--- config.mk ---
export PLATFORM = sky130hd
export DESIGN_NAME = mult_seq_ctrl
export DESIGN_NICKNAME = d
export VERILOG_FILES = /design/src/rtl/mult_seq_pkg.sv /design/src/rtl/mult_seq_dp.sv /design/src/rtl/mult_seq_ctrl.sv
export SDC_FILE = /design/constraint.sdc
export NUM_CORES = 1
export LEC_CHECK = 0
export BUFFER_PORTS_ARGS = -buffer_cell sky130_fd_sc_hd__buf_4
export CAP_MARGIN = 20
export CORE_UTILIZATION = 40
export DETAILED_ROUTE_END_ITERATION = 8
export SLEW_MARGIN = 10
export SYNTH_ARGS = -nofsm -noshare
export SYNTH_HDL_FRONTEND = slang
export SYNTH_SLANG_ARGS = --single-unit
--- constraint.sdc ---
create_clock -name clk -period 3.9 [get_ports clk]
set_input_delay 0.78 -clock clk [delete_from_list [all_inputs] [get_ports clk]]
set_output_delay 0.78 -clock clk [all_outputs]
set_load 0.005 [all_outputs]
--- src/rtl/mult_seq_pkg.sv ---
// mult_seq_pkg: shared FSM states, RAM word map and iteration bound for mult_seq_ctrl.
package mult_seq_pkg;
  typedef enum logic [2:0] {IDLE, WR_SUM, WR_DIFF, MUL, WR_LO, WR_HI, DONE} state_t;
  localparam logic [2:0] ADDR_SUM  = 3'd0;
  localparam logic [2:0] ADDR_DIFF = 3'd1;
  localparam logic [2:0] ADDR_PLO  = 3'd2;
  localparam logic [2:0] ADDR_PHI  = 3'd3;
  localparam int ITER_LAST = 15;
endpackage

--- src/rtl/mult_seq_dp.sv ---
// mult_seq_dp: A/Q/M registers with 17-bit add and right shift for the shift-add multiply.
module mult_seq_dp #(
  parameter int WIDTH = 16
) (
  input  logic             clk,
  input  logic             re,
  input  logic             load,
  input  logic             step,
  input  logic [WIDTH-1:0] x,
  input  logic [WIDTH-1:0] y,
  output logic [WIDTH-1:0] m_ld,
  output logic [WIDTH-1:0] a,
  output logic [WIDTH-1:0] q,
  output logic [WIDTH-1:0] q_step
);
  logic [WIDTH-1:0] m;
  logic [WIDTH-1:0] d_ld;
  logic [WIDTH:0]   acc;
  logic             c;
  assign m_ld   = x + y;
  assign d_ld   = x - y;
  assign acc    = q[0] ? {1'b0, a} + {1'b0, m} : {1'b0, a};
  assign c      = acc[WIDTH];
  // the carry lands in A's MSB while A's LSB moves into Q
  assign q_step = {acc[0], q[WIDTH-1:1]};
  always_ff @(posedge clk or posedge re)
    if (re) begin
      a <= '0;
      q <= '0;
      m <= '0;
    end else if (load) begin
      a <= '0;
      q <= d_ld;
      m <= m_ld;
    end else if (step) begin
      a <= {c, acc[WIDTH-1:1]};
      q <= q_step;
    end
endmodule

--- src/rtl/mult_seq_ctrl.sv ---
// mult_seq_ctrl: sequences (x+y)*(x-y) through a shift-add datapath, logging operands and product to RAM8.
module mult_seq_ctrl
  import mult_seq_pkg::*;
#(
  parameter int WIDTH = 16,
  parameter int ITER  = 16
) (
  input  logic             clk,
  input  logic             re,
  input  logic             start,
  input  logic [WIDTH-1:0] x,
  input  logic [WIDTH-1:0] y,
  output logic             busy,
  output logic             done,
  output logic [WIDTH-1:0] prod_lo,
  output logic [WIDTH-1:0] prod_hi,
  output logic             ram_e,
  output logic             ram_w,
  output logic             ram_r,
  output logic [2:0]       ram_addr,
  output logic [WIDTH-1:0] ram_din
);
  localparam int CW = $clog2(ITER);
  state_t           state, nxt;
  logic [CW-1:0]    cnt;
  logic             load, step, wr;
  logic [2:0]       addr;
  logic [WIDTH-1:0] din, m_ld, a, q, q_step;
  mult_seq_dp #(.WIDTH(WIDTH)) u_dp (
    .clk(clk), .re(re), .load(load), .step(step), .x(x), .y(y),
    .m_ld(m_ld), .a(a), .q(q), .q_step(q_step)
  );
  assign ram_r = 1'b0;
  // DONE's exit edge doubles as an accept point so back-to-back ops run every 21 cycles
  always_comb begin
    nxt  = state;
    load = 1'b0;
    step = 1'b0;
    case (state)
      IDLE, DONE: begin
        load = start;
        nxt  = start ? WR_SUM : IDLE;
      end
      WR_SUM:  nxt = WR_DIFF;
      WR_DIFF: nxt = MUL;
      MUL: begin
        step = 1'b1;
        nxt  = (cnt == CW'(ITER_LAST)) ? WR_LO : MUL;
      end
      WR_LO:   nxt = WR_HI;
      WR_HI:   nxt = DONE;
      default: nxt = IDLE;
    endcase
    wr   = nxt inside {WR_SUM, WR_DIFF, WR_LO, WR_HI};
    addr = nxt == WR_SUM ? ADDR_SUM : nxt == WR_DIFF ? ADDR_DIFF : nxt == WR_LO ? ADDR_PLO : ADDR_PHI;
    din  = nxt == WR_SUM ? m_ld : nxt == WR_DIFF ? q : nxt == WR_LO ? q_step : a;
  end
  always_ff @(posedge clk or posedge re)
    if (re) begin
      state    <= IDLE;
      cnt      <= '0;
      busy     <= 1'b0;
      done     <= 1'b0;
      ram_e    <= 1'b0;
      ram_w    <= 1'b0;
      ram_addr <= '0;
      ram_din  <= '0;
      prod_lo  <= '0;
      prod_hi  <= '0;
    end else begin
      state <= nxt;
      cnt   <= load ? '0 : step ? cnt + CW'(1) : cnt;
      busy  <= wr || nxt == MUL;
      done  <= nxt == DONE;
      ram_e <= wr;
      ram_w <= wr;
      if (wr) begin
        ram_addr <= addr;
        ram_din  <= din;
      end
      if (state == WR_HI) begin
        prod_lo <= q;
        prod_hi <= a;
      end
    end
endmodule

==> flow_metrics.py <==
metrics = {
    "timing": {
        "period_share": 0.7598,
        "layout_setup_ws_ns": 0.9367,
        "finalHoldViolCount": 0,
        "slew_viol_final": 0,
        "clock.fmax_mhz": 337.5,
        "setup_tns_ns": 0,
        "setup_viol": 0,
        "rsz0062_at_grt": "no",
        "period_needed_ns": 2.963,
        "relSlewSlack": 0.4390,
        "finalClockSkew_ns": 0.01309,
        "worstMarginPinSlew_ns": 0.8415,
    },
    "floorplanning": {
        "fp.dieW_um": 132.1,
        "row_count": 47,
        "die-height_um": 132.1,
        "start_util": 0.4085,
        "dieArea_um2": 17460,
        "core_um2": 16580,
        "ios": 91,
    },
    "power": {
        "power.density_nw_per_um2": 727.5,
        "vdd_drop_max_mv": 0.2790,
        "sequentialPowerShare": 0.363,
        "power_frac_comb": 0.480,
        "p_sw_w": 0.002408,
        "leakagePower_nw": 3.778,
        "p_total_w": 0.005728,
        "switching_share": 0.4205,
        "p_int_w": 0.003319,
        "p_clk_frac": 0.157,
    },
    "synthesis": {
        "netlist_area_um2": 6774,
        "synth_cell_types": 67,
        "synth_top_cell_area_share": 0.3990,
        "synth-seq-cells": 108,
        "synth-edff-count": 0,
        "yosys.area.top_type": "dfrtp_1",
        "syn_area_per_cell_um2": 9.229,
        "synth_common_cells": "108 x dfrtp_1, 91 x nand2_1, 67 x a21oi_1",
        "ys_warn_count": 0,
        "ys.flop_type": "dfrtp_1",
        "ys_async_sr_fraction": 1.000,
        "synth_cells": 734,
        "post-synth-top-count-cell": "dfrtp_1",
        "yosys-top-cells-area": "dfrtp_1 40%, ha_1 8.7%, mux2_2 5.3%",
        "seq_area_frac_synth": 0.3990,
    },
    "cells_and_area": {
        "regArea_um2": 2703,
        "n_antenna_cell": 0,
        "multi_input_area_um2": 3732,
        "final_core_util": 0.4747,
        "fin_area_um2": 7873,
        "drive_gt1_frac": 0.2015,
        "fillers": 1641,
        "nets": 889,
        "syn_to_final_growth_pct": 16.22,
    },
    "setup_path": {
        "end_kind": "flop",
        "critPathKind": "reg -> reg",
        "worst-path-max-fanout": 5,
        "startpoint": "u_dp.a[0]$_DFFE_PP0P_",
        "start_kind": "flop",
        "r2r_start": "u_dp.a[0]$_DFFE_PP0P_",
        "cp.required_ns": 4.19,
        "worst_ep_arrival_time_ns": 3.25,
    },
    "grt": {
        "grt_pass1_vias": 5440,
        "track_usage": 0.1996,
        "grt_pass1_wl_um": 27970,
        "grt_max_degree": 62,
        "grt_overflow": 0,
        "grt_antenna_before_repair": 0,
    },
    "detailed_routing": {
        "avgRoutedWirePerCell_um": 16.37,
        "drtIter0Drc": 309,
        "firstDrtPassIters": 5,
        "wl_um": 16850,
        "ant_nets": 0,
        "drc": 0,
        "vias_per_cell": 5.440,
        "via_count": 5598,
    },
    "place": {
        "port_buffers": 88,
        "hpwl_um": 12860,
        "dp_slack_ns": 0.8442,
        "placed_area_um2": 7581,
        "place_congestion": 0.8284,
    },
    "clock_network": {
        "hold_buffers": 0,
        "cts-root-buf": "clkbuf_16",
        "cts_setup_buffers": 0,
        "ctsLongestPathBuffers": 2,
        "cts_tree": "built",
        "clk_pin_slew_ns": 0.08,
        "cts_sinks": 108,
        "h-tree-depth": 3,
        "numCtsBuffers": 9,
        "post_cts_resized": 0,
        "clk_latency_ns": 0.35,
    },
    "job": {
        "maxCapViolations": 0,
    },
    "min_path": {
        "hold_start": "u_dp.m[4]$_DFFE_PP0N_",
        "hold_path.class": "reg -> reg",
    },
    "run_status": {
        "status": "finished clean",
    },
}
-- worst max-delay path, cell delays in order, from the launching register on --
cell      delay, ns
dfrtp_1        0.45
ha_1           0.28
fa_1           0.43
a211o_1        0.37
a21oi_2        0.23
nor4bb_1       0.09
a211oi_1       0.39
o21ai_0        0.27
mux2_2         0.34
nand2_1        0.06
-- power by group through the flow --
stage / sequential (W) / combinational (W) / clock, W
4_1_cts: 0.00208 / 0.00275 / 0.000921
3_3_place_gp: 0.00208 / 0.00267 / 0
2_1_floorplan: 0.00191 / 0.00198 / 0
3_5_place_dp: 0.00210 / 0.00274 / 0
5_1_grt: 0.00214 / 0.00308 / 0.000965
6_report: 0.00208 / 0.00275 / 0.000902
-- state kept, by name (all words and copies together), names as in the netlist --
| signal | cells |
|---|---|
| prod_lo | 16 |
| busy | 1 |
| ram_addr | 2 |
| state | 3 |
| cnt | 4 |
| prod_hi | 16 |
| ram_w | 1 |
| ram_din | 16 |
| u_dp.q | 16 |
| done | 1 |
| u_dp.a | 16 |
| u_dp.m | 16 |
-- kinds of logic after synthesis --
family	share of synthesized area
compound gates	0.2032
simple gates	0.1467
flops	0.3990
buf+inv	0.05061
fa+ha+maj	0.09568
mux	0.05911
xor+xnor	0.04525
other cells	0.0005536
-- metal layers --
metal | GRT usage | part of all wire | up-vias
met5 | 0 | 0 | -
met4 | 0.06331 | 0.015 | 0
met3 | 0.02884 | 0.047 | 16
met2 | 0.3210 | 0.47 | 176
met1 | 0.2771 | 0.47 | 2652
li1 | - | - | 2754
-- final timing paths --
kind                                           endpoint  cells past startpoint  slack (ns)
worst min-delay path              u_dp.m[4]$_DFFE_PP0N_                      1        0.49
max in group asynchronous            cnt[2]$_DFFE_PP0P_                      3        2.67
worst min register to register    u_dp.m[4]$_DFFE_PP0N_                      1        0.49
worst max register to register   u_dp.a[13]$_DFFE_PP0P_                      9        0.94
min in group asynchronous       prod_hi[15]$_DFFE_PP0N_                      2        0.50
worst max-delay path             u_dp.a[13]$_DFFE_PP0P_                      9        0.94
-- per-stage QoR --
stage                     cells  hold slack (ns)
after detailed placement   1013           0.4719
after global placement     1013           0.4638
after CTS                  1029           0.4895
after floorplan             735           0.4498
after global routing       1029           0.5096
final                      1029           0.4860
-- layout make-up --
cell class,count,share of cell area
Tap cell,220,0.03497
Timing Repair Buffer,98,0.09504
Multi-Input combinational cell,555,0.4741
Clock buffer,9,0.02861
Clock inverter,7,0.008423
Inverter,32,0.01558
Sequential cell,108,0.3433
-- placed cells by master (no fill, tap or decap), types with 8 or more instances in the layout --
cell type / instances
nand2_1: 91
a22oi_1: 11
a21oi_1: 67
nor3_1: 8
xnor2_1: 24
buf_4: 97
nor2_1: 49
nand3_1: 13
mux2_2: 32
ha_1: 47
o21ai_0: 51
xor2_1: 11
dfrtp_1: 108
and3_1: 8
a211oi_1: 12
inv_1: 30
or3_1: 10
a21o_1: 10
a31oi_1: 19
o21bai_1: 8
clkbuf_16: 9
No activity file was read; power rests on OpenSTA's default activity.
